--- config.mk ---
export PLATFORM = sky130hd
export DESIGN_NAME = io_read_fill_controller
export DESIGN_NICKNAME = d
export VERILOG_FILES = /design/src/rtl/io_read_fill_controller.sv
export SDC_FILE = /design/constraint.sdc
export NUM_CORES = 1
export LEC_CHECK = 0
export ABC_AREA = 1
export BUFFER_PORTS_ARGS = -buffer_cell sky130_fd_sc_hd__buf_2
export CAP_MARGIN = 10
export CORE_UTILIZATION = 45
export CTS_CLUSTER_DIAMETER = 60
export DETAILED_ROUTE_END_ITERATION = 16
export MAX_ROUTING_LAYER = met4
export PLACE_DENSITY = 0.76
export SLEW_MARGIN = 20
export SYNTH_ARGS = -nofsm -noshare
export SYNTH_HDL_FRONTEND = slang
export SYNTH_SLANG_ARGS = --single-unit
--- constraint.sdc ---
create_clock -name clock -period 1.2 [get_ports clock]
set_input_delay 0.06 -clock clock [delete_from_list [all_inputs] [get_ports clock]]
set_output_delay 0.06 -clock clock [all_outputs]
set_load 0.01 [all_outputs]
--- src/rtl/io_read_fill_controller.sv ---
// io_read_fill_controller
// Keeps a one-word buffer and a full flag (EF) for each I/O read port.
// Ports that are enabled and empty are refilled from one upstream source.
// A round-robin pointer picks the next port to fill. The two-state FSM
// (IDLE/REQ) is visible on busy, which is high exactly when the FSM is in REQ.
//
// Upstream handshake (src_req / src_ack):
//   src_req is a registered request, high for the whole REQ state.
//   src_port is stable from the cycle src_req rises until the ack edge.
//   The source accepts the request and supplies its word in one step:
//   it drives src_ack=1 with src_data valid.
//   The word is captured on the first rising edge where src_req and
//   src_ack are both high. At that same edge src_req drops.
//   src_ack is ignored whenever src_req is low.
module io_read_fill_controller #(
  parameter int WORD_WIDTH      = 36,
  parameter int READ_PORT_COUNT = 4,
  parameter int PORT_SEL_WIDTH  = 2
) (
  input  logic                                  clock,
  input  logic                                  reset_n,
  input  logic [READ_PORT_COUNT-1:0]            port_enable,
  input  logic [READ_PORT_COUNT-1:0]            read_rden,
  output logic [READ_PORT_COUNT-1:0]            read_EF,
  output logic [READ_PORT_COUNT*WORD_WIDTH-1:0] read_data_IO,
  output logic                                  src_req,
  output logic [PORT_SEL_WIDTH-1:0]             src_port,
  input  logic                                  src_ack,
  input  logic [WORD_WIDTH-1:0]                 src_data,
  output logic                                  busy
);

  typedef enum logic {
    ST_IDLE = 1'b0,
    ST_REQ  = 1'b1
  } state_e;

  localparam logic [PORT_SEL_WIDTH:0]   PORT_COUNT_W = (PORT_SEL_WIDTH+1)'(READ_PORT_COUNT);
  localparam logic [PORT_SEL_WIDTH-1:0] LAST_PORT    = PORT_SEL_WIDTH'(READ_PORT_COUNT - 1);

  state_e                      state_q, state_d;
  logic [PORT_SEL_WIDTH-1:0]   src_port_q, src_port_d;
  logic [PORT_SEL_WIDTH-1:0]   rr_ptr_q, rr_ptr_d;
  logic [READ_PORT_COUNT-1:0]  ef_q, ef_d;
  logic [WORD_WIDTH-1:0]       buf_q [READ_PORT_COUNT];
  logic [WORD_WIDTH-1:0]       buf_d [READ_PORT_COUNT];

  logic [READ_PORT_COUNT-1:0]  cand;
  logic                        pick_valid;
  logic [PORT_SEL_WIDTH-1:0]   pick_idx;

  // Round-robin pick: the first enabled empty port at or after rr_ptr, with wrap.
  // The search uses the registered EF bits, so a port emptied at an edge
  // cannot be picked in that same cycle.
  always_comb begin
    cand       = port_enable & ~ef_q;
    pick_valid = 1'b0;
    pick_idx   = '0;
    // Walk from the farthest offset down to offset 0. The last hit found is
    // then the nearest one to rr_ptr.
    for (int off = READ_PORT_COUNT - 1; off >= 0; off--) begin
      logic [PORT_SEL_WIDTH:0]   sum;
      logic [PORT_SEL_WIDTH-1:0] idx;
      sum = {1'b0, rr_ptr_q} + (PORT_SEL_WIDTH+1)'(off);
      if (sum >= PORT_COUNT_W) begin
        sum = sum - PORT_COUNT_W;
      end
      idx = sum[PORT_SEL_WIDTH-1:0];
      if (cand[idx]) begin
        pick_valid = 1'b1;
        pick_idx   = idx;
      end
    end
  end

  // Next state: FSM transitions, consume clears, and the fill on ack.
  always_comb begin
    state_d    = state_q;
    src_port_d = src_port_q;
    rr_ptr_d   = rr_ptr_q;
    // A consume strobe on an empty port leaves its EF bit at 0. Every
    // strobe bit acts on its own port independently.
    ef_d       = ef_q & ~read_rden;
    buf_d      = buf_q;

    case (state_q)
      ST_IDLE: begin
        if (pick_valid) begin
          state_d    = ST_REQ;
          src_port_d = pick_idx;
        end
      end
      ST_REQ: begin
        // Dropping port_enable does not abort the request; only an ack ends it.
        if (src_ack) begin
          buf_d[src_port_q] = src_data;
          ef_d[src_port_q]  = 1'b1;
          rr_ptr_d          = (src_port_q == LAST_PORT) ? '0 : src_port_q + 1'b1;
          state_d           = ST_IDLE;
        end
      end
      default: begin
        state_d = ST_IDLE;
      end
    endcase
  end

  // State, port index, pointer, flags and buffers; all clear asynchronously.
  always_ff @(posedge clock or negedge reset_n) begin
    if (!reset_n) begin
      state_q    <= ST_IDLE;
      src_port_q <= '0;
      rr_ptr_q   <= '0;
      ef_q       <= '0;
      for (int i = 0; i < READ_PORT_COUNT; i++) begin
        buf_q[i] <= '0;
      end
    end else begin
      state_q    <= state_d;
      src_port_q <= src_port_d;
      rr_ptr_q   <= rr_ptr_d;
      ef_q       <= ef_d;
      for (int i = 0; i < READ_PORT_COUNT; i++) begin
        buf_q[i] <= buf_d[i];
      end
    end
  end

  // Outputs come straight from registers. Reset drops src_req at once.
  always_comb begin
    src_req  = (state_q == ST_REQ);
    busy     = (state_q == ST_REQ);
    src_port = src_port_q;
    read_EF  = ef_q;
  end

  // Pack the buffers onto the flat data bus, with port 0 in the LSBs.
  for (genvar g = 0; g < READ_PORT_COUNT; g++) begin : g_data
    assign read_data_IO[g*WORD_WIDTH +: WORD_WIDTH] = buf_q[g];
  end

endmodule

# Word-level counts from Yosys, hierarchy flattened
# Cells that the tools add are included.
classes:
  add_sub_neg: 8
  magnitude_cmp: 12
  n_eq_ne: 1
  muxes: 31
  bitwise_logic: 7
  n_reduce_logical: 4
ops:
  columns: ["op", "n"]
  rows:
  - ["$bwmux 144", 1]
  - ["$demux 36 s2", 1]
  - ["$mux 36", 1]
  - ["$mux 2", 9]
  - ["$lt 2x3->1 const B", 5]
  - ["$ge 3x3->1 const B", 4]
  - ["$mux 1", 11]
  - ["$and 4x4->4", 2]
  - ["$bmux 1 s2", 4]
  - ["$mux 4", 2]
  - ["$not 4->4", 2]
  - ["$sub 2x1->2 const B", 4]
  - ["$add 2x2->3 const B", 2]
  - ["$or 4x4->4", 1]
  - ["$reduce_and 2->1", 2]
  - ["$add 2x1->3 const B", 1]
  - ["$ge 2x3->1 const B", 1]
  - ["$lt 3x1->1 const B", 1]
  - ["$not 2->3", 1]
  - ["$add 2x1->2 const B", 1]
  - ["$demux 1 s2", 1]
  - ["$eq 2x2->1 const B", 1]
  - ["$ge 2x1->1 const B", 1]
  - ["$logic_and 1x1->1", 2]
  - ["2 further kinds", 2]
word_totals:
  register_bits: 153
  input_bits: 47
  output_inout_bits: 152
  word_cells: 71

# Depth between registers and ports, before layout
depth:
  word_depth: 11
  depth_mapped: 12
  ltp_nobuf: 11

# Least setup slack after synthesis
# No wires, ideal clock.
synth_path:
  path_type: "register to register"
  from: "reg src_port_q[0] (netlist: src_port[0])"
  to: "reg buf_q, in the netlist read_data_IO[100]"
  setup_time_ps: 83
  t_arrival_ps: 1252
  required_ps: 1117
  setup_slack_ps: -135
  path_stages_with_launch: 7
  path_buffers: 1
  period_less_slack_ps: 1335
  path_cell_list: "dfrtp_1 inv_1 ha_1 nand2_2 clkbuf_1 nand2_1 o21ai_0"
synth_between:
  elab_chain_len: 6
  word_cells_on_any_way: 7
  classes_between: "order compare: 2; mux: 3; bitwise: 1; reduce/logical: 1"
synth_rtl:
  columns: ["item", "line", "rtl"]
  rows:
  - ["start: declaration", "42", "logic [PORT_SEL_WIDTH-1:0] src_port_q, src_port_d;"]
  - ["start signal: assignment", "120", "src_port_q <= src_port_d;"]
  - ["$not 2->3 (not written as such) (*)", "96", "buf_d[src_port_q] = src_data;"]
  - ["$ge 3x3->1 (not written as such) / $lt 3x1->1 (equally long branches)", "96", null]
  - ["$logic_and 1x1->1 (not written as such)", "96", null]
  - ["$mux 36 (not written as such)", "96", null]
  - ["$demux 36 s2 (*)", "96", null]
  - ["$bwmux 144 (*)", "96", null]
  - ["end signal: indexed assignment", "124", "buf_q[i] <= buf_d[i];"]
  - ["end: declaration", "45", "logic [WORD_WIDTH-1:0] buf_q [READ_PORT_COUNT];"]
# Mark *: on every way between the ends. The rest lies on a longest branch, timed or not.
# A chain may end at the register's enable or synchronous reset.

# Final worst setup path
layout_path:
  from: "reg src_port_q[1] (netlist: src_port[1])"
  to: "reg buf_q, in the netlist read_data_IO[93]"
# The elaborated chain is that of the path after synthesis.

==> impl_metrics.tcl <==
set metrics [dict create \
    cp_max_fo 5 \
    grt_use_total_pct 27.9 \
    worst-setup-path-type "register to register" \
    launching_point_of_the_worst_reg2reg_path "src_port[1]" \
    floorplan.die.height_um 115 \
    ctsHtreeMaxLevel 4 \
    routed-via-count 5924 \
    synth_largest_type_area_fraction_pct 66.1 \
    path_clk_slew_ns 0.06 \
    areal_power_density_over_the_cells_nw_per_um2 2760 \
    synth.avg_cell_area_sq_um 9.85 \
    setup-tns-final_ns -20.10 \
    detail_route.iter0.violations 456 \
    yosysWarnings 0 \
    grt_antenna_before_repair 0 \
    timing.final.crit_period_ns 1.44 \
    worst_skew_pair.late_latency_ns 0.43 \
    finalCritPeriodShare_pct 120 \
    grt_first_pass_wirelength_mm 26.8 \
    detail_route.drc_violations 0 \
    start_util_pct 46.1 \
    tritoncts_num_sinks 153 \
    ioPinCount 199 \
    hold_ws_ns 0.132 \
    startpoint "src_port[1]" \
    gp_congestion 0.833 \
    seq_power_share_pct 33.0 \
    clock_tree.root_cell "sky130_fd_sc_hd__clkbuf_16" \
    synthesis.instances 588 \
    postSynth.asyncResetShare_pct 100 \
    viasPerCell 5.41 \
    maxCapViolCount 0 \
    power.share.switching_pct 40.8 \
    slew_viol_final 0 \
    crit_path_cell_trace "buf_6 -> ha_4 -> buf_12 -> nand2_8 -> clkbuf_16 -> nand2_4 -> o21ai_2" \
    drive_gt1_share_pct 65.3 \
    post_synth_most_frequent_cells "sky130_fd_sc_hd__nand2_1, sky130_fd_sc_hd__dfrtp_1, sky130_fd_sc_hd__o21ai_0" \
    power_switching_w 0.0123 \
    power_leakage_nw 5.45 \
    worstHoldPathType "input port to asynchronous set/reset pin" \
    cp-end-kind "register" \
    status "complete, but fails checks" \
    netlist_top_cells_area "sky130_fd_sc_hd__dfrtp_1, sky130_fd_sc_hd__o21ai_0, sky130_fd_sc_hd__nand2_1, sky130_fd_sc_hd__inv_1, sky130_fd_sc_hd__clkbuf_1" \
    synth-seq-area-share_pct 66.1 \
    clock.fmax_ghz 0.693 \
    cp_slowest_stage_delay_ns 0.47 \
    post-route-worst-setup-slack_ns -0.243 \
    final.setup_skew_ns 0.0159 \
    failing_checks "setup timing" \
    cts_inserted_buffers 17 \
    count_of_standard_cell_rows 41 \
    required_ns 1.53 \
    syn2layout_area_growth_pct 88.1 \
    floorplan.core_area_sq_um 12600 \
    grt_start_max_net_pins 42 \
    detail-route-antenna-nets 0 \
    p_int_w 0.0178 \
    max_slew.worst_pin.slew_ns 0.419 \
    filler_cell_count 559 \
    logic_pwr_share_pct 49.5 \
    globalRoute.totalOverflow 0 \
    finalCoreUtilization_pct 86.6 \
    dp_slack_ns -0.166 \
    final_number_of_setup_violating_endpoints 154 \
    ys_ff_latch 153 \
    route.final.wire_length_mm 24.4 \
    number_of_nets_in_the_finished_design 961 \
    synthDominantAreaCellType "sky130_fd_sc_hd__dfrtp_1" \
    synth_fp_nets 639 \
    number_of_synthesized_flops_with_an_enable_pin 0 \
    netlist_area_pre_place_sq_um 5790 \
    die_w_um 115 \
    grt_setup_unrepaired "yes" \
    tritoncts "built" \
    startpoint_type "register" \
    antennaDiodeCount 0 \
    hpwl_mm 9.95 \
    clock_path_buffers 2 \
    vias_in_the_first_global_route 5174 \
    timing.critical_path.slowest_stage_cell "sky130_fd_sc_hd__dfrtp_2" \
    drt_first_pass_iters 5 \
    p_clk_share_pct 17.5 \
    port_buffers 198 \
    timing.slew.headroom_pct 72.1 \
    cp_data_arrival_time_ns 1.78 \
    hold_viol 0 \
    irDropWorstVdd_mv 1.64 \
    routedWlPerCell_um 22.3 \
    synth_flop_cell "sky130_fd_sc_hd__dfrtp_1" \
    synth.lib_cells_used.distinct 19 \
    synth_most_common_cell "sky130_fd_sc_hd__nand2_1" \
    die_area_sq_um 13300 \
]
-- cells by family after synthesis --
family                   count (synthesis)  share of synthesized area (%)
AO/OA/AOI/OAI                          155                           13.5
adder cells (fa/ha/maj)                  4                          0.865
buffers and inverters                   78                           5.51
flip-flops                             153                           66.1
AND/OR/NAND/NOR                        198                           14.0
-- power by group through the flow --
stage	Sequential [W]	Combinational, W	Clock, W
after detailed placement	0.00884	0.00846	0
after global placement	0.00877	0.00821	0
after global routing	0.0101	0.0158	0.00541
after CTS	0.00887	0.0104	0.00515
final	0.00994	0.0149	0.00525
after floorplan	0.00994	0.00332	0
-- flip-flops by register name (all words and copies together) (netlist names) --
register,flops
read_data_IO,144
read_EF,4
rr_ptr_q,2
src_port,2
busy,1
-- worst paths after layout --
| path | to | slack [ns] | cells past startpoint |
|---|---|---|---|
| max | read_data_IO[93] | -0.24 | 7 |
| min | read_data_IO[104] | 0.13 | 2 |
| max reg2reg | read_data_IO[93] | -0.24 | 7 |
| min reg2reg | read_data_IO[41] | 0.47 | 2 |
| max in group asynchronous | read_data_IO[18] | 0.51 | 3 |
| min in group clock | busy | 0.26 | 7 |
-- cells in the final DEF, fill, tap and decap left out, types with 9 or more instances in the layout --
cell                              n
sky130_fd_sc_hd__o21ai_1         41
sky130_fd_sc_hd__dlygate4sd3_1   42
sky130_fd_sc_hd__buf_4           17
sky130_fd_sc_hd__buf_2          195
sky130_fd_sc_hd__clkbuf_16       38
sky130_fd_sc_hd__nand2_4         87
sky130_fd_sc_hd__nand2_1         29
sky130_fd_sc_hd__buf_6           20
sky130_fd_sc_hd__dfrtp_1        151
sky130_fd_sc_hd__buf_12          21
sky130_fd_sc_hd__buf_16           9
sky130_fd_sc_hd__nand2_2         61
sky130_fd_sc_hd__inv_1           42
sky130_fd_sc_hd__o21ai_2        107
-- through the flow --
stage / std cells / cell area [sq um] / power (W)
6_report: 1094 / 10900 / 0.0301
2_1_floorplan: 588 / 5830 / 0.0133
3_5_place_dp: 957 / 7240 / 0.0173
5_1_grt: 1094 / 10900 / 0.0314
3_3_place_gp: 957 / 7240 / 0.0170
4_1_cts: 1050 / 8930 / 0.0244
-- repair_timing --
item | 4_1_cts | 5_1_grt
gates cloned | 12 | 33
endpoints found under the hold margin | 283 | 0
resized for setup | 151 | 403
endpoints found under the setup margin | 147 | 153
pin swaps | 6 | 14
hold buffers | 42 | 0
setup buffers | 9 | 15
-- metal layers --
| metal | share of wire (%) | global-route usage, % | vias up |
|---|---|---|---|
| met5 | 0 | - | - |
| met4 | 2.9 | 9.09 | 0 |
| met3 | 6.6 | 5.28 | 63 |
| met2 | 52 | 45.2 | 295 |
| met1 | 38 | 35.4 | 2985 |
| li1 | - | - | 2581 |
-- critical path, delay by kind of cell, from the launching register on --
| kind | cells | cell delay [ns] |
|---|---|---|
| AOI/OAI and AO/OA | 1 | 0.07 |
| DFF | 1 | 0.47 |
| buffers and inverters | 3 | 0.47 |
| and+or+nand+nor | 2 | 0.15 |
| adders and majority gates | 1 | 0.20 |
-- area by class of cell --
| cell class | instances | area [sq um] | share of cell area (%) |
|---|---|---|---|
| clock buffers | 24 | 502 | 4.61 |
| clock inverters | 7 | 66.3 | 0.609 |
| repair buffers | 329 | 3000 | 27.6 |
| multi-input cells | 361 | 3070 | 28.2 |
| flip-flops and latches | 153 | 3830 | 35.2 |
| well taps | 172 | 215 | 1.98 |
| inverters | 48 | 205 | 1.88 |
No activity file was read; power rests on OpenSTA's default activity.
